$ cat src/rtl/reg_file_stack_if.sv
// reg_file_stack_if
//  Bundles the register-file and stack-pointer signals of reg_file_stack.
//  master: the driver side (pipeline control). It drives the write, read and stack controls
//          and receives the read data, SP and flags.
//  slave : reg_file_stack itself.
//  Signals:
//   WrEn, W_Add, WrData  write port of the general registers
//   R_Add_A, R_Add_B     read addresses; Reg_A, Reg_B read data (combinational)
//   IncEn, DecEn         pop / push requests; FlagClr clears the sticky flags
//   Sp                   stack access address; Sp_Cur registered SP
//   Stk_Ovf, Stk_Unf     sticky wrap flags
interface reg_file_stack_if #(
  parameter int WIDTH = 8,
  parameter int ADDR  = 2
) ();
  logic             WrEn;
  logic [ADDR-1:0]  W_Add;
  logic [WIDTH-1:0] WrData;
  logic [ADDR-1:0]  R_Add_A;
  logic [ADDR-1:0]  R_Add_B;
  logic [WIDTH-1:0] Reg_A;
  logic [WIDTH-1:0] Reg_B;
  logic             IncEn;
  logic             DecEn;
  logic             FlagClr;
  logic [WIDTH-1:0] Sp;
  logic [WIDTH-1:0] Sp_Cur;
  logic             Stk_Ovf;
  logic             Stk_Unf;

  modport master (
    output WrEn, W_Add, WrData, R_Add_A, R_Add_B, IncEn, DecEn, FlagClr,
    input  Reg_A, Reg_B, Sp, Sp_Cur, Stk_Ovf, Stk_Unf
  );

  modport slave (
    input  WrEn, W_Add, WrData, R_Add_A, R_Add_B, IncEn, DecEn, FlagClr,
    output Reg_A, Reg_B, Sp, Sp_Cur, Stk_Ovf, Stk_Unf
  );
endinterface

$ cat src/rtl/reg_file_stack.sv
// reg_file_stack
//  Register file (DEPTH x WIDTH) with two combinational read ports, one write port and
//  optional same-cycle write-to-read forwarding, plus a clocked stack pointer with
//  pre-increment pop, post-decrement push and sticky overflow/underflow flags.
//  Ports:
//   clk    rising-edge clock
//   rst_n  asynchronous active-low reset
//   bus    reg_file_stack_if.slave (see the interface header for the signal list)
module reg_file_stack #(
  parameter int               WIDTH   = 8,
  parameter int               DEPTH   = 4,
  parameter int               ADDR    = 2,
  parameter logic [WIDTH-1:0] SP_INIT = 8'hFF,
  parameter bit               BYPASS  = 1'b1
) (
  input  logic              clk,
  input  logic              rst_n,
  reg_file_stack_if.slave   bus
);

  localparam logic [WIDTH-1:0] ONE_C  = {{(WIDTH-1){1'b0}}, 1'b1};
  localparam logic [WIDTH-1:0] ZERO_C = {WIDTH{1'b0}};
  localparam logic [WIDTH-1:0] ONES_C = {WIDTH{1'b1}};

  logic [WIDTH-1:0] reg_arr_r [DEPTH];
  logic [WIDTH-1:0] sp_r;
  logic             ovf_r;
  logic             unf_r;

  logic             pop_s;
  logic             push_s;
  logic             ovf_set_s;
  logic             unf_set_s;
  logic [WIDTH-1:0] sp_s;
  logic [WIDTH-1:0] rd_a_s;
  logic [WIDTH-1:0] rd_b_s;

  // Addresses at or above DEPTH do not map to a register (only possible for non-power-of-2 DEPTH).
  function automatic logic addr_ok(input logic [ADDR-1:0] a);
    return (32'(a) < DEPTH);
  endfunction

  // Decode stack requests; asserting both IncEn and DecEn is treated as no operation.
  always_comb begin
    pop_s     = bus.IncEn & ~bus.DecEn;
    push_s    = bus.DecEn & ~bus.IncEn;
    ovf_set_s = push_s & (sp_r == ZERO_C);
    unf_set_s = pop_s & (sp_r == ONES_C);
  end

  // Register array write port.
  always_ff @(posedge clk or negedge rst_n) begin
    if (!rst_n) begin
      for (int i = 0; i < DEPTH; i++) begin
        reg_arr_r[i] <= ZERO_C;
      end
    end else if (bus.WrEn && addr_ok(bus.W_Add)) begin
      reg_arr_r[bus.W_Add] <= bus.WrData;
    end else begin
      reg_arr_r <= reg_arr_r;
    end
  end

  // Stack pointer and sticky flags; a wrap in the same cycle as FlagClr keeps the flag set.
  always_ff @(posedge clk or negedge rst_n) begin
    if (!rst_n) begin
      sp_r  <= SP_INIT;
      ovf_r <= 1'b0;
      unf_r <= 1'b0;
    end else begin
      if (pop_s) begin
        sp_r <= sp_r + ONE_C;
      end else if (push_s) begin
        sp_r <= sp_r - ONE_C;
      end else begin
        sp_r <= sp_r;
      end

      if (ovf_set_s) begin
        ovf_r <= 1'b1;
      end else if (bus.FlagClr) begin
        ovf_r <= 1'b0;
      end else begin
        ovf_r <= ovf_r;
      end

      if (unf_set_s) begin
        unf_r <= 1'b1;
      end else if (bus.FlagClr) begin
        unf_r <= 1'b0;
      end else begin
        unf_r <= unf_r;
      end
    end
  end

  // Stack access address: a pop addresses the slot above the current SP, a push the current SP.
  always_comb begin
    if (!rst_n) begin
      sp_s = sp_r;
    end else if (pop_s) begin
      sp_s = sp_r + ONE_C;
    end else begin
      sp_s = sp_r;
    end
  end

  // Read ports with optional forwarding of the value being written this cycle.
  always_comb begin
    if (addr_ok(bus.R_Add_A)) begin
      rd_a_s = reg_arr_r[bus.R_Add_A];
    end else begin
      rd_a_s = ZERO_C;
    end
    if (addr_ok(bus.R_Add_B)) begin
      rd_b_s = reg_arr_r[bus.R_Add_B];
    end else begin
      rd_b_s = ZERO_C;
    end
    if (BYPASS && bus.WrEn && (bus.R_Add_A == bus.W_Add)) begin
      rd_a_s = bus.WrData;
    end else begin
      rd_a_s = rd_a_s;
    end
    if (BYPASS && bus.WrEn && (bus.R_Add_B == bus.W_Add)) begin
      rd_b_s = bus.WrData;
    end else begin
      rd_b_s = rd_b_s;
    end
  end

  // Drive the interface outputs.
  always_comb begin
    bus.Reg_A   = rd_a_s;
    bus.Reg_B   = rd_b_s;
    bus.Sp      = sp_s;
    bus.Sp_Cur  = sp_r;
    bus.Stk_Ovf = ovf_r;
    bus.Stk_Unf = unf_r;
  end

endmodule

$ cat src/flat_wrapper.sv
// flat-port wrapper written by rule: the top's interface ports become plain ports
module reg_file_stack_flat 
#(
  parameter int               WIDTH   = 8,
  parameter int               DEPTH   = 4,
  parameter int               ADDR    = 2,
  parameter logic [WIDTH-1:0] SP_INIT = 8'hFF,
  parameter bit               BYPASS  = 1'b1
)
  (clk, rst_n, bus_WrEn, bus_W_Add, bus_WrData, bus_R_Add_A, bus_R_Add_B, bus_IncEn, bus_DecEn, bus_FlagClr, bus_Reg_A, bus_Reg_B, bus_Sp, bus_Sp_Cur, bus_Stk_Ovf, bus_Stk_Unf);
  reg_file_stack_if #(.WIDTH(WIDTH), .ADDR(ADDR)) bus_i ();
  input  logic clk;
  input  logic rst_n;
  input wire logic [$bits(bus_i.WrEn)-1:0] bus_WrEn;
  input wire logic [$bits(bus_i.W_Add)-1:0] bus_W_Add;
  input wire logic [$bits(bus_i.WrData)-1:0] bus_WrData;
  input wire logic [$bits(bus_i.R_Add_A)-1:0] bus_R_Add_A;
  input wire logic [$bits(bus_i.R_Add_B)-1:0] bus_R_Add_B;
  input wire logic [$bits(bus_i.IncEn)-1:0] bus_IncEn;
  input wire logic [$bits(bus_i.DecEn)-1:0] bus_DecEn;
  input wire logic [$bits(bus_i.FlagClr)-1:0] bus_FlagClr;
  output wire logic [$bits(bus_i.Reg_A)-1:0] bus_Reg_A;
  output wire logic [$bits(bus_i.Reg_B)-1:0] bus_Reg_B;
  output wire logic [$bits(bus_i.Sp)-1:0] bus_Sp;
  output wire logic [$bits(bus_i.Sp_Cur)-1:0] bus_Sp_Cur;
  output wire logic [$bits(bus_i.Stk_Ovf)-1:0] bus_Stk_Ovf;
  output wire logic [$bits(bus_i.Stk_Unf)-1:0] bus_Stk_Unf;
  assign bus_i.WrEn = bus_WrEn;
  assign bus_i.W_Add = bus_W_Add;
  assign bus_i.WrData = bus_WrData;
  assign bus_i.R_Add_A = bus_R_Add_A;
  assign bus_i.R_Add_B = bus_R_Add_B;
  assign bus_i.IncEn = bus_IncEn;
  assign bus_i.DecEn = bus_DecEn;
  assign bus_i.FlagClr = bus_FlagClr;
  assign bus_Reg_A = bus_i.Reg_A;
  assign bus_Reg_B = bus_i.Reg_B;
  assign bus_Sp = bus_i.Sp;
  assign bus_Sp_Cur = bus_i.Sp_Cur;
  assign bus_Stk_Ovf = bus_i.Stk_Ovf;
  assign bus_Stk_Unf = bus_i.Stk_Unf;
  reg_file_stack #(.WIDTH(WIDTH), .DEPTH(DEPTH), .ADDR(ADDR), .SP_INIT(SP_INIT), .BYPASS(BYPASS)) u_core (.clk(clk), .rst_n(rst_n), .bus(bus_i));
endmodule
$ cat config.mk
export PLATFORM = sky130hd
export DESIGN_NAME = reg_file_stack_flat
export DESIGN_NICKNAME = d
export VERILOG_FILES = /design/src/rtl/reg_file_stack_if.sv /design/src/rtl/reg_file_stack.sv /design/src/flat_wrapper.sv
export SDC_FILE = /design/constraint.sdc
export NUM_CORES = 1
export LEC_CHECK = 0
export BUFFER_PORTS_ARGS = -buffer_cell sky130_fd_sc_hd__buf_2
export CELL_PAD_IN_SITES_DETAIL_PLACEMENT = 1
export CELL_PAD_IN_SITES_GLOBAL_PLACEMENT = 2
export CORE_MARGIN = 5
export CORE_UTILIZATION = 37
export CTS_CLUSTER_DIAMETER = 120
export DETAILED_ROUTE_END_ITERATION = 10
export HOLD_SLACK_MARGIN = 0.08
export PLACE_DENSITY_LB_ADDON = 0.25
export REMOVE_ABC_BUFFERS = 1
export SYNTH_ARGS = -nofsm -noshare
export SYNTH_HDL_FRONTEND = slang
export SYNTH_SLANG_ARGS = --single-unit
$ cat constraint.sdc
create_clock -name clk -period 2.2 [get_ports clk]
set_input_delay 0.33 -clock clk [delete_from_list [all_inputs] [get_ports clk]]
set_output_delay 0.33 -clock clk [all_outputs]
set_load 0.03 [all_outputs]
==> metrics.cfg <==
[outcome]
status = completed

[route]
routed_wl_mm = 6.09
dr_wl_met2_mm = 2.97
routedWlPerCell_um = 18.2
routed-wl-met3_um = 220
num_vias = 1771
first_pass_iters = 4
ant_nets = 0
drc = 0
m1WireLength_mm = 2.87
top_layer = met4
viasPerCell = 5.29
drtIter0Drc = 42

[setup_path]
worst-r2r-setup-slack_ns = 0.48
r2r-start = u_core.bus.Sp_Cur[0]$_DFFE_PN1P_
slowest_stage = dfstp_2
crit_type = reg2out
worstPathRequired_ns = 1.87
crit_chain = ha_4 -> and4_4 -> and3_4 -> nand2_2 -> xnor2_1 -> buf_4
crit_path_end_kind = output port
cp.arrival_ns = 1.82
path_max_fanout = 3
worstRegToRegCells = 7
timing.rr.end = u_core.bus.Sp_Cur[6]$_DFFE_PN1P_
crit_path_start_kind = flip-flop
max_stage_delay_ns = 0.58

[flow_run]
maxCapViolCount = 0

[die]
start_util = 0.380
rows = 30
core_area_mm2 = 0.00676
dieHeight_um = 93.3
dieArea_mm2 = 0.00870
die_w_um = 93.3
ios = 54

[synthesis]
async_flop_share = 1.00
synthCells = 191
syn_area_mm2 = 0.00256
ys.flop_type = dfrtp_1
synth_top_area_frac = 0.332
synth_cell_types = 33
synth_edf_count = 0
syn_area_per_cell_um2 = 13.4
synth-seq-area-share = 0.414
yosys.area.top_type = dfrtp_1
ys_ff_latch = 42
synth_area_leaders = dfrtp_1 33%, mux2_2 22%, mux4_2 14%, dfstp_2 8.2%, xnor2_1 4.1%
synth-warning-count = 0

[cts]
cts_max_path_buffers = 2
clock-sinks = 42
cts_root_buf = clkbuf_8
cts.clk_slew.worst_paths_ns = 0.10
cts_buffers = 5
cts.htree.levels = 2
clk-insertion-delay-late_ns = 0.29
cts_tree = yes

[timing]
finalMaxSlewViolations = 0
whs_ns = 0.0997
max_freq_mhz = 466
worst_pin_slew_ns = 0.549
hold_viol_final = 0
setup_viol = 0
relSlewSlack = 0.633
finalCritPeriodShare = 0.976
worst_clock_skew_ns = 0.00392
period_needed_ns = 2.15

[final_layout]
regArea_mm2 = 0.00106
final_area_mm2 = 0.00312
final_util = 0.462
antenna_cells = 0
finalNonFillerCells = 335
layout-drive-gt1-share = 0.631
nets = 279
nFillCells = 734
multi_input_area_mm2 = 0.00145
area_growth_syn_to_layout_pct = 21.6

[power]
p_total_w = 0.00340
peakVddDrop_mv = 0.449
power_density_mw_per_mm2 = 1090
power.leakage_nw = 1.35

[place]
placed_cells = 321
hpwl_mm = 4.51
gp_congestion = 0.692
portBuffers = 53
dpl-instance-area_mm2 = 0.00293

[global_route]
antenna_found_initial = 0
grt.overflow.total = 0
grt_max_degree = 25
grt_pass1_wl_mm = 10.1
grt_use_total = 0.149
grt_pass1_vias = 1923

[min_path]
hold_class = in2async

[cell families (layout without fill, tap and decap cells)]
logic type,count (synthesis),count (layout),share of synthesized area
simple gates,34,34,0.0834
xor+xnor,19,19,0.0649
mux,66,66,0.360
fa+ha+maj,5,5,0.0244
flops,42,42,0.414
buf+inv,18,82,0.0371
compound gates,7,7,0.0171
[timing repair]
item | in CTS | in global routing
buffers inserted | 1 | 4
endpoints found under the setup margin | 1 | 4
pin swaps | 0 | 3
hold endpoints to repair | 2 | 0
resized for setup | 5 | 6
gates cloned | 0 | 0
hold buffers | 1 | 0
[worst max-delay path, delay by kind of cell, from the launching register on]
family	cells	cell delay (ns)
AND/OR/NAND/NOR	3	0.46
buffers and inverters	1	0.18
XOR/XNOR	1	0.16
adder cells (fa/ha/maj)	1	0.15
flip-flops	1	0.58
[final cells by class]
type,instances,share of cell area
Sequential cell,42,0.340
Tap cell,80,0.0321
Multi-Input combinational cell,131,0.463
Timing Repair Buffer,68,0.126
Clock buffer,5,0.0221
Inverter,6,0.00722
Clock inverter,3,0.00923
[synth_stat cells, types with 2 or more instances]
master    count
o21ai_0       3
buf_2         6
ha_1          5
clkbuf_1      2
nand3b_1      2
dfrtp_1      34
xnor2_1      12
and4_2        2
nand3_2       2
buf_6         2
nand2_1       7
inv_1         6
nand3_1       6
xor2_1        7
mux2_2       49
mux4_2       16
dfstp_2       8
nor4_1        2
nor2_1        6
[layer usage]
layer,GRT usage,vias up
li1,-,836
met4,0.0256,0
met5,0,-
met3,0.0346,4
met1,0.209,898
met2,0.237,33
[registers in the layout, indices dropped and copies added (netlist names)]
| name | count |
|---|---|
| u_core.bus.Sp_Cur | 8 |
| u_core.bus.Stk_Ovf | 1 |
| u_core.bus.Stk_Unf | 1 |
| u_core.reg_arr_r | 32 |
[power breakdown]
group	switching [W]	internal, W	total [W]	leakage [nW]
Clock	0.000303	0.000238	0.000540	0.0506
Combinational	0.000923	0.000697	0.00162	0.805
Sequential	0.000218	0.00102	0.00124	0.491
Total	0.00144	0.00195	0.00340	1.35
[worst max path at each step]
stage	from	to	cells past startpoint
floorplan	u_core.bus.Sp_Cur[0]$_DFFE_PN1P_	bus_Sp[6]	5
global placement	u_core.bus.Sp_Cur[1]$_DFFE_PN1P_	bus_Sp[6]	6
detailed placement	u_core.bus.Sp_Cur[1]$_DFFE_PN1P_	bus_Sp[6]	6
CTS	u_core.bus.Sp_Cur[0]$_DFFE_PN1P_	bus_Sp[1]	5
global route	u_core.bus.Sp_Cur[1]$_DFFE_PN1P_	bus_Sp[6]	6
finish	u_core.bus.Sp_Cur[1]$_DFFE_PN1P_	bus_Sp[6]	6
[cell usage in the layout, fill, tap and decap left out, types with 2 or more instances in the layout]
cell type  netlist  layout
ha_1             5       3
buf_4            1      13
xor2_1           7       7
xnor2_1         12      12
clkbuf_8         0       5
buf_2            6      51
nor4_1           2       2
ha_4             0       2
o21ai_0          3       3
dfrtp_1         34      34
mux2_2          49      49
mux4_2          16      16
nor2_1           6       5
nand2_1          7       6
buf_6            2       2
dfstp_2          8       8
inv_1            6       6
nand3_1          6       6
nand3b_1         2       2
nand3_2          2       2
[stage by stage]
| stage | worst slack [ns] | TNS [ns] |
|---|---|---|
| finish | 0.0522 | 0 |
| global route | -0.0183 | -0.0183 |
| detailed placement | 0.144 | 0 |
| global placement | 0.136 | 0 |
| floorplan | -0.0384 | -0.0384 |
| CTS | 0.0134 | 0 |
Note: power is estimated with default switching activity, not from simulation.
